**src/rtl/board_cursor_ctrl_if.sv**
```systemverilog
// -----------------------------------------------------------------------------
// board_cursor_ctrl_if
// Groups the signals between the button synchronizers, the VGA timing block,
// the renderer and board_cursor_ctrl.
//   btn_up/down/left/right/sel : synchronized button levels, 1 = pressed
//   vblank                     : 1 during vertical blanking
//   i_actual / j_actual        : registered cursor row / column
//   sel_valid                  : one-cycle select pulse
//   sel_i / sel_j              : position captured at select (while sel_valid)
//   locked                     : 1 while the controller ignores input after a select
// master = the environment that drives buttons/vblank; slave = the controller.
// -----------------------------------------------------------------------------
interface board_cursor_ctrl_if;
   logic       btn_up;
   logic       btn_down;
   logic       btn_left;
   logic       btn_right;
   logic       btn_sel;
   logic       vblank;
   logic [2:0] i_actual;
   logic [2:0] j_actual;
   logic       sel_valid;
   logic [2:0] sel_i;
   logic [2:0] sel_j;
   logic       locked;

   modport master (
      output btn_up, btn_down, btn_left, btn_right, btn_sel, vblank,
      input  i_actual, j_actual, sel_valid, sel_i, sel_j, locked
   );

   modport slave (
      input  btn_up, btn_down, btn_left, btn_right, btn_sel, vblank,
      output i_actual, j_actual, sel_valid, sel_i, sel_j, locked
   );
endinterface

```
**src/rtl/board_cursor_ctrl.sv**
```systemverilog
// -----------------------------------------------------------------------------
// board_cursor_ctrl
// Frame-synchronous cursor controller for the board renderer. Button presses
// (rising edges) and held-button auto-repeat become move/select commands that
// are applied only on the rising edge of vblank, so a frame never shows two
// cursor positions. After a select, all input is ignored for LOCK_FRAMES.
// Ports:
//   clk  : pixel clock
//   rst  : synchronous, active-high reset
//   bus  : board_cursor_ctrl_if.slave (buttons, vblank in; cursor/select out)
// -----------------------------------------------------------------------------
module board_cursor_ctrl #(
   parameter int BOARD_SIZE    = 5,
   parameter int REPEAT_FRAMES = 20,
   parameter int REPEAT_RATE   = 6,
   parameter int LOCK_FRAMES   = 30
) (
   input  logic                clk,
   input  logic                rst,
   board_cursor_ctrl_if.slave  bus
);

   localparam int CNT_MAX = (REPEAT_FRAMES > LOCK_FRAMES) ? REPEAT_FRAMES : LOCK_FRAMES;
   localparam int CNT_W   = $clog2(CNT_MAX + 1);

   // Counters compare against "last" values: the terminal action fires on the
   // tick where the count has already reached target-1.
   localparam logic [CNT_W-1:0] FIRST_LAST = CNT_W'(REPEAT_FRAMES - 1);
   localparam logic [CNT_W-1:0] RATE_LAST  = CNT_W'(REPEAT_RATE - 1);
   localparam logic [CNT_W-1:0] LOCK_LAST  = CNT_W'(LOCK_FRAMES - 1);
   localparam logic [2:0]       IDX_LAST   = 3'(BOARD_SIZE - 1);

   typedef enum logic [1:0] {ST_IDLE, ST_PENDING, ST_LOCK} state_t;
   typedef enum logic [2:0] {CMD_NONE, CMD_SEL, CMD_UP, CMD_DOWN, CMD_LEFT, CMD_RIGHT} cmd_t;

   state_t           r_state;
   cmd_t             r_pend_cmd;
   cmd_t             r_hold_cmd;
   logic             r_hold_act;
   logic             r_repeat;
   logic [CNT_W-1:0] r_hold_cnt;
   logic [CNT_W-1:0] r_lock_cnt;
   logic             r_vblank_prev;
   logic [4:0]       r_btn_prev;
   logic [4:0]       r_press;
   logic [2:0]       r_i;
   logic [2:0]       r_j;
   logic             r_sel_valid;
   logic [2:0]       r_sel_i;
   logic [2:0]       r_sel_j;
   logic             r_locked;

   logic [4:0]       w_btn;
   logic             w_frame_tick;
   cmd_t             w_press_cmd;
   logic             w_held;
   logic [CNT_W-1:0] w_hold_last;

   // Bit order doubles as priority order: sel > up > down > left > right.
   assign w_btn        = {bus.btn_sel, bus.btn_up, bus.btn_down, bus.btn_left, bus.btn_right};
   assign w_frame_tick = bus.vblank & ~r_vblank_prev;
   assign w_hold_last  = r_repeat ? RATE_LAST : FIRST_LAST;

   always_comb begin
      // NOTE: every always_comb output gets a default first so no path can infer a latch.
      w_press_cmd = CMD_NONE;
      if      (r_press[4]) w_press_cmd = CMD_SEL;
      else if (r_press[3]) w_press_cmd = CMD_UP;
      else if (r_press[2]) w_press_cmd = CMD_DOWN;
      else if (r_press[1]) w_press_cmd = CMD_LEFT;
      else if (r_press[0]) w_press_cmd = CMD_RIGHT;
   end

   always_comb begin
      w_held = 1'b0;
      case (r_hold_cmd)
         CMD_UP:    w_held = bus.btn_up;
         CMD_DOWN:  w_held = bus.btn_down;
         CMD_LEFT:  w_held = bus.btn_left;
         CMD_RIGHT: w_held = bus.btn_right;
         default:   w_held = 1'b0;
      endcase
   end

   // NOTE: all state below is updated with non-blocking assignments so every
   // register samples pre-edge values, independent of statement order.
   always_ff @(posedge clk) begin
      if (rst) begin
         r_state       <= ST_IDLE;
         r_pend_cmd    <= CMD_NONE;
         r_hold_cmd    <= CMD_NONE;
         r_hold_act    <= 1'b0;
         r_repeat      <= 1'b0;
         r_hold_cnt    <= '0;
         r_lock_cnt    <= '0;
         r_vblank_prev <= 1'b0;
         r_btn_prev    <= '0;
         r_press       <= '0;
         r_i           <= '0;
         r_j           <= '0;
         r_sel_valid   <= 1'b0;
         r_sel_i       <= '0;
         r_sel_j       <= '0;
         r_locked      <= 1'b0;
      end else begin
         r_vblank_prev <= bus.vblank;
         r_btn_prev    <= w_btn;
         r_press       <= w_btn & ~r_btn_prev;
         r_sel_valid   <= 1'b0;

         case (r_state)
            ST_IDLE: begin
               if (w_press_cmd != CMD_NONE) begin
                  r_pend_cmd <= w_press_cmd;
                  r_state    <= ST_PENDING;
                  // A new press restarts hold tracking; select never repeats.
                  r_hold_act <= (w_press_cmd != CMD_SEL);
                  r_hold_cmd <= w_press_cmd;
                  r_hold_cnt <= '0;
                  r_repeat   <= 1'b0;
               end else if (r_hold_act) begin
                  if (!w_held) begin
                     r_hold_act <= 1'b0;
                     r_hold_cnt <= '0;
                  end else if (w_frame_tick) begin
                     if (r_hold_cnt >= w_hold_last) begin
                        r_pend_cmd <= r_hold_cmd;
                        r_state    <= ST_PENDING;
                        r_hold_cnt <= '0;
                        r_repeat   <= 1'b1;
                     end else begin
                        r_hold_cnt <= r_hold_cnt + 1'b1;
                     end
                  end
               end
            end

            ST_PENDING: begin
               // Hold counting continues here so repeats keep an exact frame cadence.
               if (r_hold_act) begin
                  if (!w_held) begin
                     r_hold_act <= 1'b0;
                     r_hold_cnt <= '0;
                  end else if (w_frame_tick && (r_hold_cnt < w_hold_last)) begin
                     r_hold_cnt <= r_hold_cnt + 1'b1;
                  end
               end
               if (w_frame_tick) begin
                  r_state <= ST_IDLE;
                  case (r_pend_cmd)
                     CMD_UP:    r_i <= (r_i == 3'd0)     ? IDX_LAST : r_i - 3'd1;
                     CMD_DOWN:  r_i <= (r_i == IDX_LAST) ? 3'd0     : r_i + 3'd1;
                     CMD_LEFT:  r_j <= (r_j == 3'd0)     ? IDX_LAST : r_j - 3'd1;
                     CMD_RIGHT: r_j <= (r_j == IDX_LAST) ? 3'd0     : r_j + 3'd1;
                     CMD_SEL: begin
                        r_sel_valid <= 1'b1;
                        r_sel_i     <= r_i;
                        r_sel_j     <= r_j;
                        r_lock_cnt  <= '0;
                        r_locked    <= 1'b1;
                        r_state     <= ST_LOCK;
                     end
                     default: ;
                  endcase
                  r_pend_cmd <= CMD_NONE;
               end
            end

            ST_LOCK: begin
               // Held buttons never re-arm: only a fresh edge after LOCK counts.
               r_hold_act <= 1'b0;
               r_hold_cnt <= '0;
               if (w_frame_tick) begin
                  if (r_lock_cnt >= LOCK_LAST) begin
                     r_state  <= ST_IDLE;
                     r_locked <= 1'b0;
                  end else begin
                     r_lock_cnt <= r_lock_cnt + 1'b1;
                  end
               end
            end

            default: r_state <= ST_IDLE;
         endcase
      end
   end

   assign bus.i_actual  = r_i;
   assign bus.j_actual  = r_j;
   assign bus.sel_valid = r_sel_valid;
   assign bus.sel_i     = r_sel_i;
   assign bus.sel_j     = r_sel_j;
   assign bus.locked    = r_locked;

endmodule
```
**src/flat_wrapper.sv**
```systemverilog
// flat-port wrapper written by rule: the top's interface ports become plain ports
module board_cursor_ctrl_flat 
#(
   parameter int BOARD_SIZE    = 5,
   parameter int REPEAT_FRAMES = 20,
   parameter int REPEAT_RATE   = 6,
   parameter int LOCK_FRAMES   = 30
)
  (clk, rst, bus_btn_up, bus_btn_down, bus_btn_left, bus_btn_right, bus_btn_sel, bus_vblank, bus_i_actual, bus_j_actual, bus_sel_valid, bus_sel_i, bus_sel_j, bus_locked);
  board_cursor_ctrl_if bus_i ();
  input  logic clk;
  input  logic rst;
  input wire logic [$bits(bus_i.btn_up)-1:0] bus_btn_up;
  input wire logic [$bits(bus_i.btn_down)-1:0] bus_btn_down;
  input wire logic [$bits(bus_i.btn_left)-1:0] bus_btn_left;
  input wire logic [$bits(bus_i.btn_right)-1:0] bus_btn_right;
  input wire logic [$bits(bus_i.btn_sel)-1:0] bus_btn_sel;
  input wire logic [$bits(bus_i.vblank)-1:0] bus_vblank;
  output wire logic [$bits(bus_i.i_actual)-1:0] bus_i_actual;
  output wire logic [$bits(bus_i.j_actual)-1:0] bus_j_actual;
  output wire logic [$bits(bus_i.sel_valid)-1:0] bus_sel_valid;
  output wire logic [$bits(bus_i.sel_i)-1:0] bus_sel_i;
  output wire logic [$bits(bus_i.sel_j)-1:0] bus_sel_j;
  output wire logic [$bits(bus_i.locked)-1:0] bus_locked;
  assign bus_i.btn_up = bus_btn_up;
  assign bus_i.btn_down = bus_btn_down;
  assign bus_i.btn_left = bus_btn_left;
  assign bus_i.btn_right = bus_btn_right;
  assign bus_i.btn_sel = bus_btn_sel;
  assign bus_i.vblank = bus_vblank;
  assign bus_i_actual = bus_i.i_actual;
  assign bus_j_actual = bus_i.j_actual;
  assign bus_sel_valid = bus_i.sel_valid;
  assign bus_sel_i = bus_i.sel_i;
  assign bus_sel_j = bus_i.sel_j;
  assign bus_locked = bus_i.locked;
  board_cursor_ctrl #(.BOARD_SIZE(BOARD_SIZE), .REPEAT_FRAMES(REPEAT_FRAMES), .REPEAT_RATE(REPEAT_RATE), .LOCK_FRAMES(LOCK_FRAMES)) u_core (.clk(clk), .rst(rst), .bus(bus_i));
endmodule
```
**config.mk**
```make
export PLATFORM = sky130hd
export DESIGN_NAME = board_cursor_ctrl_flat
export DESIGN_NICKNAME = d
export VERILOG_FILES = /design/src/rtl/board_cursor_ctrl_if.sv /design/src/rtl/board_cursor_ctrl.sv /design/src/flat_wrapper.sv
export SDC_FILE = /design/constraint.sdc
export NUM_CORES = 1
export LEC_CHECK = 0
export CORE_MARGIN = 2
export CORE_UTILIZATION = 45
export DETAILED_ROUTE_END_ITERATION = 10
export PLACE_DENSITY = 0.73
export SYNTH_ARGS = -nofsm -noshare
export SYNTH_HDL_FRONTEND = slang
export SYNTH_SLANG_ARGS = --single-unit
```
**constraint.sdc**
```tcl
create_clock -name clk -period 2.24 [get_ports clk]
set_clock_uncertainty 0.2 [all_clocks]
set_input_delay 0.448 -clock clk [delete_from_list [all_inputs] [get_ports clk]]
set_output_delay 0.448 -clock clk [all_outputs]
set_load 0.01 [all_outputs]
```
======== Yosys cells after proc, flatten, opt, wreduce, memory -nomap -nowiden ========
Index checks and enable logic that the tools add are counted.
word-level totals
  flip-flop bits (word level) ............. 45
  bits in latches ......................... 0
  RAM bits ................................ 0
  bits in read-only memories .............. 0
  input port bits ......................... 8
  output and inout bits ................... 14
  word-level logic and storage cells ...... 141
  memories ................................ 0
operators by class
  add/sub/neg operators ................... 6
  multipliers ............................. 0
  divide/modulo/power cells ............... 0
  $lt $le $gt $ge ......................... 3
  equality and inequality tests ........... 26
  shift-type cells ........................ 0
  multiplexer cells ....................... 59
  bitwise gates (word level) .............. 6
  reductions and logical operators ........ 25
operator list
  kind                   number
  $mux W5                13
  $mux W3                15
  $reduce_and A5 Y1      4
  $eq A3 B3 Y1 const B   6
  $mux W2                9
  $pmux W3 S2            3
  $reduce_bool A2 Y1     8
  $ne A3 B1 Y1 const B   5
  $pmux W5 S3            1
  $mux W1                13
  $eq A3 B2 Y1 const B   4
  $add A5 B1 Y5 const B  2
  $ne A2 B1 Y1 const B   5
  $pmux W5 S2            1
  $reduce_and A3 Y1      3
  $reduce_and A7 Y1      1
  $add A3 B1 Y3 const B  2
  $logic_not A3 Y1       2
  $pmux W2 S3            1
  $reduce_and A6 Y1      1
  $reduce_bool A3 Y1     2
  $sub A3 B1 Y3 const B  2
  $and A5 B5 Y5          1
  $ge A5 B5 Y1           1
  18 further kinds       20

======== Depth between registers and ports, before layout ========
Gate-level depths: netlist of run 1.
  depth in word-level cells ............... 8
  gate-level depth with buffers ........... 9
  depth with buffers taken out ............ 8

======== Worst setup path after synthesis of run 1 ========
Ideal clock, no wire load.
  path type ............................... register to register
  start ................................... reg u_core.r_state[0]
  end ..................................... reg u_core.r_hold_cnt[2]
  library setup time ...................... 70 ps
  arrival ................................. 1822 ps
  required time ........................... 1970 ps
  path slack .............................. 148 ps
  cell stages (with the launch flop) ...... 10
  path buffers ............................ 1
  clock period less this slack ............ 2092 ps
  cells stage by stage .................... dfxtp_1 > inv_1 > ha_1 > buf_2 > nor2b_1 > a31oi_1 > o31ai_4 > nor4_4 > nand3b_1 > a21oi_1
between the ends
  longest elaborated chain between the ends .. 3
RTL lines
  element                                               line                      text
  start: declaration                                    board_cursor_ctrl.sv:36   state_t r_state;
  start signal: assignment                              board_cursor_ctrl.sv:89   r_state <= ST_IDLE;
  start signal: assignment                              board_cursor_ctrl.sv:115  r_state <= ST_PENDING;
  start signal: assignment                              board_cursor_ctrl.sv:128  r_state <= ST_PENDING;
  $eq A2 B1 Y1, or another cell as far along            board_cursor_ctrl.sv:111  case (r_state)
  $ne A3 B3 Y1 (no line), or another cell as far along  -
  $reduce_and A5 Y1 (no line)                           -
  end signal: assignment                                board_cursor_ctrl.sv:132  r_hold_cnt <= r_hold_cnt + 1'b1;
  end signal: assignment                                board_cursor_ctrl.sv:145  r_hold_cnt <= r_hold_cnt + 1'b1;
  end: declaration                                      board_cursor_ctrl.sv:41   logic [CNT_W-1:0] r_hold_cnt;
Parallel ways exist; a longest one is shown, timed or not.
A chain may end at the register's enable or synchronous reset.

======== Worst setup path in the final report of run 1 ========
  start ................................... reg u_core.r_repeat
  end ..................................... reg u_core.r_pend_cmd[2]
between the ends
  longest elaborated chain between the ends .. 4
RTL lines
  element                      line                      text
  start: declaration           board_cursor_ctrl.sv:40   logic r_repeat;
  start signal: assignment     board_cursor_ctrl.sv:93   r_repeat <= 1'b0;
  start signal: assignment     board_cursor_ctrl.sv:120  r_repeat <= 1'b0;
  start signal: assignment     board_cursor_ctrl.sv:130  r_repeat <= 1'b1;
  $mux W5                      board_cursor_ctrl.sv:62   assign w_hold_last = r_repeat ? RATE_LAST : FIRST_LAST;
  $ge A5 B5 Y1                 board_cursor_ctrl.sv:126  if (r_hold_cnt >= w_hold_last) begin
  $ne A3 B1 Y1 (no line)       -
  $reduce_and A6 Y1 (no line)  -
  end signal: assignment       board_cursor_ctrl.sv:114  r_pend_cmd <= w_press_cmd;
  end signal: assignment       board_cursor_ctrl.sv:127  r_pend_cmd <= r_hold_cmd;
  end: declaration             board_cursor_ctrl.sv:37   cmd_t r_pend_cmd;
No other way between the ends.

==> results.toml, run 1 <==
[sta]
max-slew-margin-rel = 0.755
hold_viol_final = 0
fin_crit_ps = 2180
hold-worst-slack_ps = 182
min_period_over_period = 0.972
rsz0062_at_grt = "true"
worstMarginPinSlew_ps = 367
finalMaxSlewViolations = 0
setup_tns_ps = 0
setup_viol = 0
fmax_ghz = 0.459

[place]
port_buffers = 21
place_hpwl_mm = 3.60
gp_congestion = 0.869
placedCellCount = 383
place_area_um2 = 2830

[synthesis]
synthCells = 281
synth-edff-count = 0
syn_avg_cell_area_um2 = 8.58
synth_top_area_frac = 0.374
synth_top_flop_cell = "dfxtp_1"
synth_fp_nets = 307
ys_seq_area_frac = 0.374
yosysMostFrequentCell = "nor2_1"
syn-cell-area_um2 = 2410
ys_top_cells_by_area = "dfxtp_1, ha_1, nor2_1"
yosys_warnings = 0
synth_commonest_cells = "nor2_1, dfxtp_1, a21oi_1"
synth_top_area_cell = "dfxtp_1"
synthArstFlopShare = 0
ys_seq_elements = 45
ys_types = 48

[critical_path]
rr_startpoint = "u_core.r_repeat$_SDFFE_PP0P_"
critPathBufInv = 1
crit_family = "compound AO/OA/AOI/OAI gates"
cp_max_fo = 4
crit_type = "flop to flop"
regToRegSetupSlack_ps = 60
slowest_stage = "dfxtp_2"
slowest_delay_ps = 380
r2r_cells = 8
end_kind = "flop"
cp.required_ps = 2230
arrival_ps = 2160
crit_chain = "inv_1 -> ha_1 -> nand2_1 -> o211ai_2 -> nand4_2 -> a221oi_4 -> mux2i_1 -> nor2_1"
r2r_end = "u_core.r_pend_cmd[2]$_SDFFE_PP0P_"
worst_setup_path_start_kind = "flop"

[die]
fp.dieH_um = 77.2
chipWidth_um = 77.2
start_util = 0.469
dieArea_um2 = 5960
rows = 26
core_region_area_um2 = 5140
io_pins = 22

[run_status]
outcome = "complete, no violations"

[grt]
grt_pass1_wl_mm = 8.46
grt_pass1_vias = 1922
antenna_found_initial = 0
track_usage = 0.174
grt_max_degree = 20
globalRoute.totalOverflow = 0

[finish]
postLayoutCellArea_um2 = 3030
drive_above_1_share = 0.189
layout.nets = 349
stdcell_count = 393
multi_input_area_um2 = 1490
antenna_cells = 0
fillCellCount = 489
utilization = 0.590
area_delta_synth_final_pct = 25.8
seq_area_um2 = 907

[cts]
cts.sinks = 45
cts_buffers = 5
clock_path_buffers = 2
path_clk_slew_ps = 80
cts_tree = "done"
cts_hold_repair.buffers = 0
clock_latency_ps = 300
ctsRootBufferMaster = "clkbuf_8"
cts-htree-levels = 2

[drt]
post_drt_wl_per_cell_um = 12.6
drtIter0Drc = 103
vias_per_cell = 5.27
first_pass_iters = 4
route.final.wire_length_mm = 4.94
ant_nets = 0
vias = 2070
drc_errors = 0

[pwr]
power_density_nw_per_um2 = 621
p_leak_uw = 0.00116
ir_drop_uv = 623

[run]
drv_cap = 0

[worst_hold_path]
min_delay_path_depth = 1
min_to = "u_core.r_press[3]$_SDFF_PP0_"
hp-class = "flop to flop"
min-delay-start = "u_core.r_btn_prev[3]$_SDFF_PP0_"
==> how the worst max path moves through the flow <==
stage	slack, ps	startpoint	to	cells after the start
4_1_cts	40	bus_vblank	u_core.r_state[1]$_SDFFE_PP0P_	7
3_3_place_gp	-210	bus_vblank	u_core.r_state[1]$_SDFFE_PP0P_	7
2_1_floorplan	150	u_core.r_state[0]$_SDFFE_PP0P_	u_core.r_hold_cnt[2]$_SDFFE_PP0P_	9
5_1_grt	-40	bus_btn_down	u_core.r_hold_cnt[2]$_SDFFE_PP0P_	7
6_report	60	u_core.r_repeat$_SDFFE_PP0P_	u_core.r_pend_cmd[2]$_SDFFE_PP0P_	8
3_5_place_dp	-260	bus_vblank	u_core.r_state[1]$_SDFFE_PP0P_	7
==> sequential cells by signal, summed over array words and instances (netlist names) <==
signal	cells
u_core.bus.sel_valid	1
u_core.r_btn_prev	5
u_core.bus.i_actual	3
u_core.bus.sel_j	3
u_core.r_vblank_prev	1
u_core.r_state	2
u_core.r_repeat	1
u_core.r_hold_act	1
u_core.bus.sel_i	3
u_core.bus.locked	1
u_core.r_press	5
u_core.bus.j_actual	3
u_core.r_lock_cnt	5
u_core.r_hold_cnt	5
u_core.r_pend_cmd	3
u_core.r_hold_cmd	3
==> cells by family after synthesis <==
group	after synthesis	share of synthesized area
AND/OR/NAND/NOR	118	0.250
flip-flops	45	0.374
multiplexers	13	0.0560
adder cells (fa/ha/maj)	18	0.0934
AO/OA/AOI/OAI	60	0.178
buffers and inverters	24	0.0384
XOR/XNOR	3	0.0109
==> power by group <==
| group | switching, µW | internal, µW | total, µW |
|---|---|---|---|
| registers | 46.1 | 837 | 883 |
| logic | 261 | 234 | 495 |
| clock network | 260 | 245 | 505 |
==> worst register-to-register path, stage by stage (launching register included) <==
cell      delay (ps)
dfxtp_2          380
inv_1             50
ha_1             260
nand2_1           50
o211ai_2         290
nand4_2          160
a221oi_4         340
mux2i_1          270
nor2_1            60
==> what timing repair did <==
action                     in CTS  in global routing
setup buffers                   0                  3
setup endpoints to repair       0                 10
gates resized for setup         0                 18
==> cell type report <==
| cell class | count | area share |
|---|---|---|
| inverter | 16 | 0.0198 |
| sequential | 45 | 0.299 |
| multi-input combinational | 212 | 0.491 |
| tap | 70 | 0.0289 |
| clock buffer | 7 | 0.0285 |
| timing repair buffer | 43 | 0.133 |
==> placed cells by master (no fill, tap or decap), types with 7 or more instances in the layout <==
cell	synthesis	final
nand2_1	15	15
nor2b_1	15	15
dfxtp_1	45	42
nor2_1	55	55
nand3_1	7	7
a21oi_1	24	21
ha_1	18	17
a211oi_1	8	8
clkdlybuf4s50_1	0	20
inv_1	16	16
mux2i_1	9	7
buf_4	0	20
==> per-layer routing <==
layer  up-vias  part of all wire  track usage
li1       1061                 -            -
met1       962              0.46        0.222
met2        39              0.48        0.291
met3         8             0.035       0.0388
met4         0             0.018       0.0589
met5         -                 0            0
==> metrics by stage <==
stage	total power [µW]	worst slack (ps)
after floorplan	1220	148
after global placement	1350	-215
after detailed placement	1350	-261
after CTS	1860	38.4
after global routing	1980	-37.8
final	1880	61.8
Note: power is estimated with default switching activity, not from simulation.
==> inputs of run 2 (changes only) <==
clock period = 1.93 ns   (was 2.24 ns; I/O delays follow)
==> run 2 against run 1 <==
  * The run now ends with setup timing left
  * Global-route usage grew 0.91 points
  * Hold slack gained 4.5 ps
  * Final cell count grew 3.8%
  * Fmax grew 3.4%
  * Critical path type unchanged
  * Largest cell class unchanged
  * Largest power group unchanged
==> results.toml, run 2 (synthesized netlist as in run 1, its figures left out) <==
[sta]
min_period_over_period = 1.09
hold_viol_final = 0
setup_viol = 11
worstMarginPinSlew_ps = 300
rsz0062_at_grt = "true"
timing.final.ws_setup_ps = -177
hold-worst-slack_ps = 187
max-slew-margin-rel = 0.799
finalMaxSlewViolations = 0
fin_crit_ps = 2110
fmax_ghz = 0.475

[finish]
mostFrequentLayoutCells = "nor2_1, dfxtp_1, buf_4"
layout.nets = 363
utilization = 0.634
area_delta_synth_final_pct = 35.1
antenna_cells = 0
drive_above_1_share = 0.269
postLayoutCellArea_um2 = 3260
layout_commonest_cell = "nor2_1"

[die]
rows = 26
start_util = 0.469
core_region_area_um2 = 5140
chipWidth_um = 77.2
fp.dieH_um = 77.2
dieArea_um2 = 5960
io_pins = 22

[run_status]
violations = "setup timing"
outcome = "finished, violations left"

[critical_path]
crit_type = "flop to flop"
end_kind = "flop"
worst_setup_path_start_kind = "flop"
crit_family = "compound AO/OA/AOI/OAI gates"
slowest_stage = "dfxtp_4"
slowest_delay_ps = 410
arrival_ps = 2100
crit_chain = "inv_4 -> ha_4 -> nand2_4 -> o211ai_4 -> nand4_4 -> a221oi_4 -> mux2i_1 -> nor2_1"
cp_max_fo = 4
critPathBufInv = 1
cp.required_ps = 1920

[drt]
drc_errors = 0
post_drt_wl_per_cell_um = 13.1
first_pass_iters = 5
ant_nets = 0
vias_per_cell = 5.22
drtIter0Drc = 87
route.final.wire_length_mm = 5.34
vias = 2130

[grt]
globalRoute.totalOverflow = 0
track_usage = 0.183
grtUsageMet2 = 0.326
grt_pass1_vias = 2103
grt_max_degree = 17
antenna_found_initial = 0
met1_usage = 0.221
gr-max-usage-layer = "met2"
grt_use_met3 = 0.0412
grt_pass1_wl_mm = 9.05

[pwr]
ir_drop_uv = 566
switching_share = 0.287
power.internal_uw = 1710
comb_power_share = 0.269
p_leak_uw = 0.00126
power_density_nw_per_um2 = 735
total_power_uw = 2390
clkPwrFrac = 0.305
switchingPower_uw = 686
seqPwrFrac = 0.426

[cts]
clock_path_buffers = 2
cts_buffers = 5
cts_hold_repair.buffers = 0
cts_tree = "done"
cts.sinks = 45
cts-htree-levels = 2
path_clk_slew_ps = 80
ctsRootBufferMaster = "clkbuf_8"
clock_latency_ps = 300

[place]
place_area_um2 = 2960
gp_congestion = 0.816
port_buffers = 21
place_hpwl_mm = 3.87

[worst_hold_path]
hp-class = "flop to flop"

[run]
drv_cap = 0
-- run 2: layer usage --
layer,part of all wire,vias to the layer above
met1,0.47,1009
met5,0,-
met2,0.49,32
li1,-,1087
met3,0.031,2
met4,0.0022,0
-- run 2: area by class of cell --
| type | instances | area, µm² |
|---|---|---|
| Fill cell | 457 | 1880 |
| Multi-Input combinational cell | 212 | 1600 |
| Sequential cell | 45 | 910 |
| Timing Repair Buffer | 57 | 483 |
| Tap cell | 70 | 87.6 |
| Clock buffer | 7 | 86.3 |
| Inverter | 16 | 62.6 |
| Clock inverter | 1 | 30.0 |
-- run 2: repair_timing --
action / CTS / global route
pin swaps: 10 / 9
endpoints found under the setup margin: 14 / 18
gates resized for setup: 13 / 23
endpoints found under the hold margin: 0 / 0
buffers inserted: 1 / 1
-- run 2: worst register-to-register path: stages, from the launching register on --
cell,delay [ps]
dfxtp_4,410
inv_4,40
ha_4,260
nand2_4,50
o211ai_4,260
nand4_4,130
a221oi_4,350
mux2i_1,240
nor2_1,50
-- run 2: per-stage QoR --
stage | std cells | TNS, ps | setup WS (ps)
final | 408 | -1400 | -177
after global routing | 408 | -2400 | -264
after CTS | 407 | -1200 | -137
after detailed placement | 398 | -8570 | -472
after global placement | 398 | -7500 | -391
after floorplan | 281 | -18.2 | -9.12
-- run 2: power by group through the flow --
stage / clock network (µW) / logic [µW] / registers [µW]
after CTS: 749 / 599 / 1020
after detailed placement: 0 / 582 / 1040
after global routing: 788 / 700 / 1030
after floorplan: 0 / 392 / 1030
final: 731 / 644 / 1020
after global placement: 0 / 570 / 1040
-- run 2: final timing paths --
path / start / to / slack, ps / cells past startpoint
setup reg to reg: u_core.r_repeat$_SDFFE_PP0P_ / u_core.r_pend_cmd[0]$_SDFFE_PP0P_ / -180 / 8
hold reg to reg: u_core.r_btn_prev[2]$_SDFF_PP0_ / u_core.r_press[2]$_SDFF_PP0_ / 190 / 1
hold / removal: u_core.r_btn_prev[2]$_SDFF_PP0_ / u_core.r_press[2]$_SDFF_PP0_ / 190 / 1
setup / recovery: u_core.r_repeat$_SDFFE_PP0P_ / u_core.r_pend_cmd[0]$_SDFFE_PP0P_ / -180 / 8
==> inputs of run 3 (changes only) <==
SLEW_MARGIN = 20   (was default)
==> results of run 3 <==
The final DEF is identical to that of run 2; final timing and power are the same.
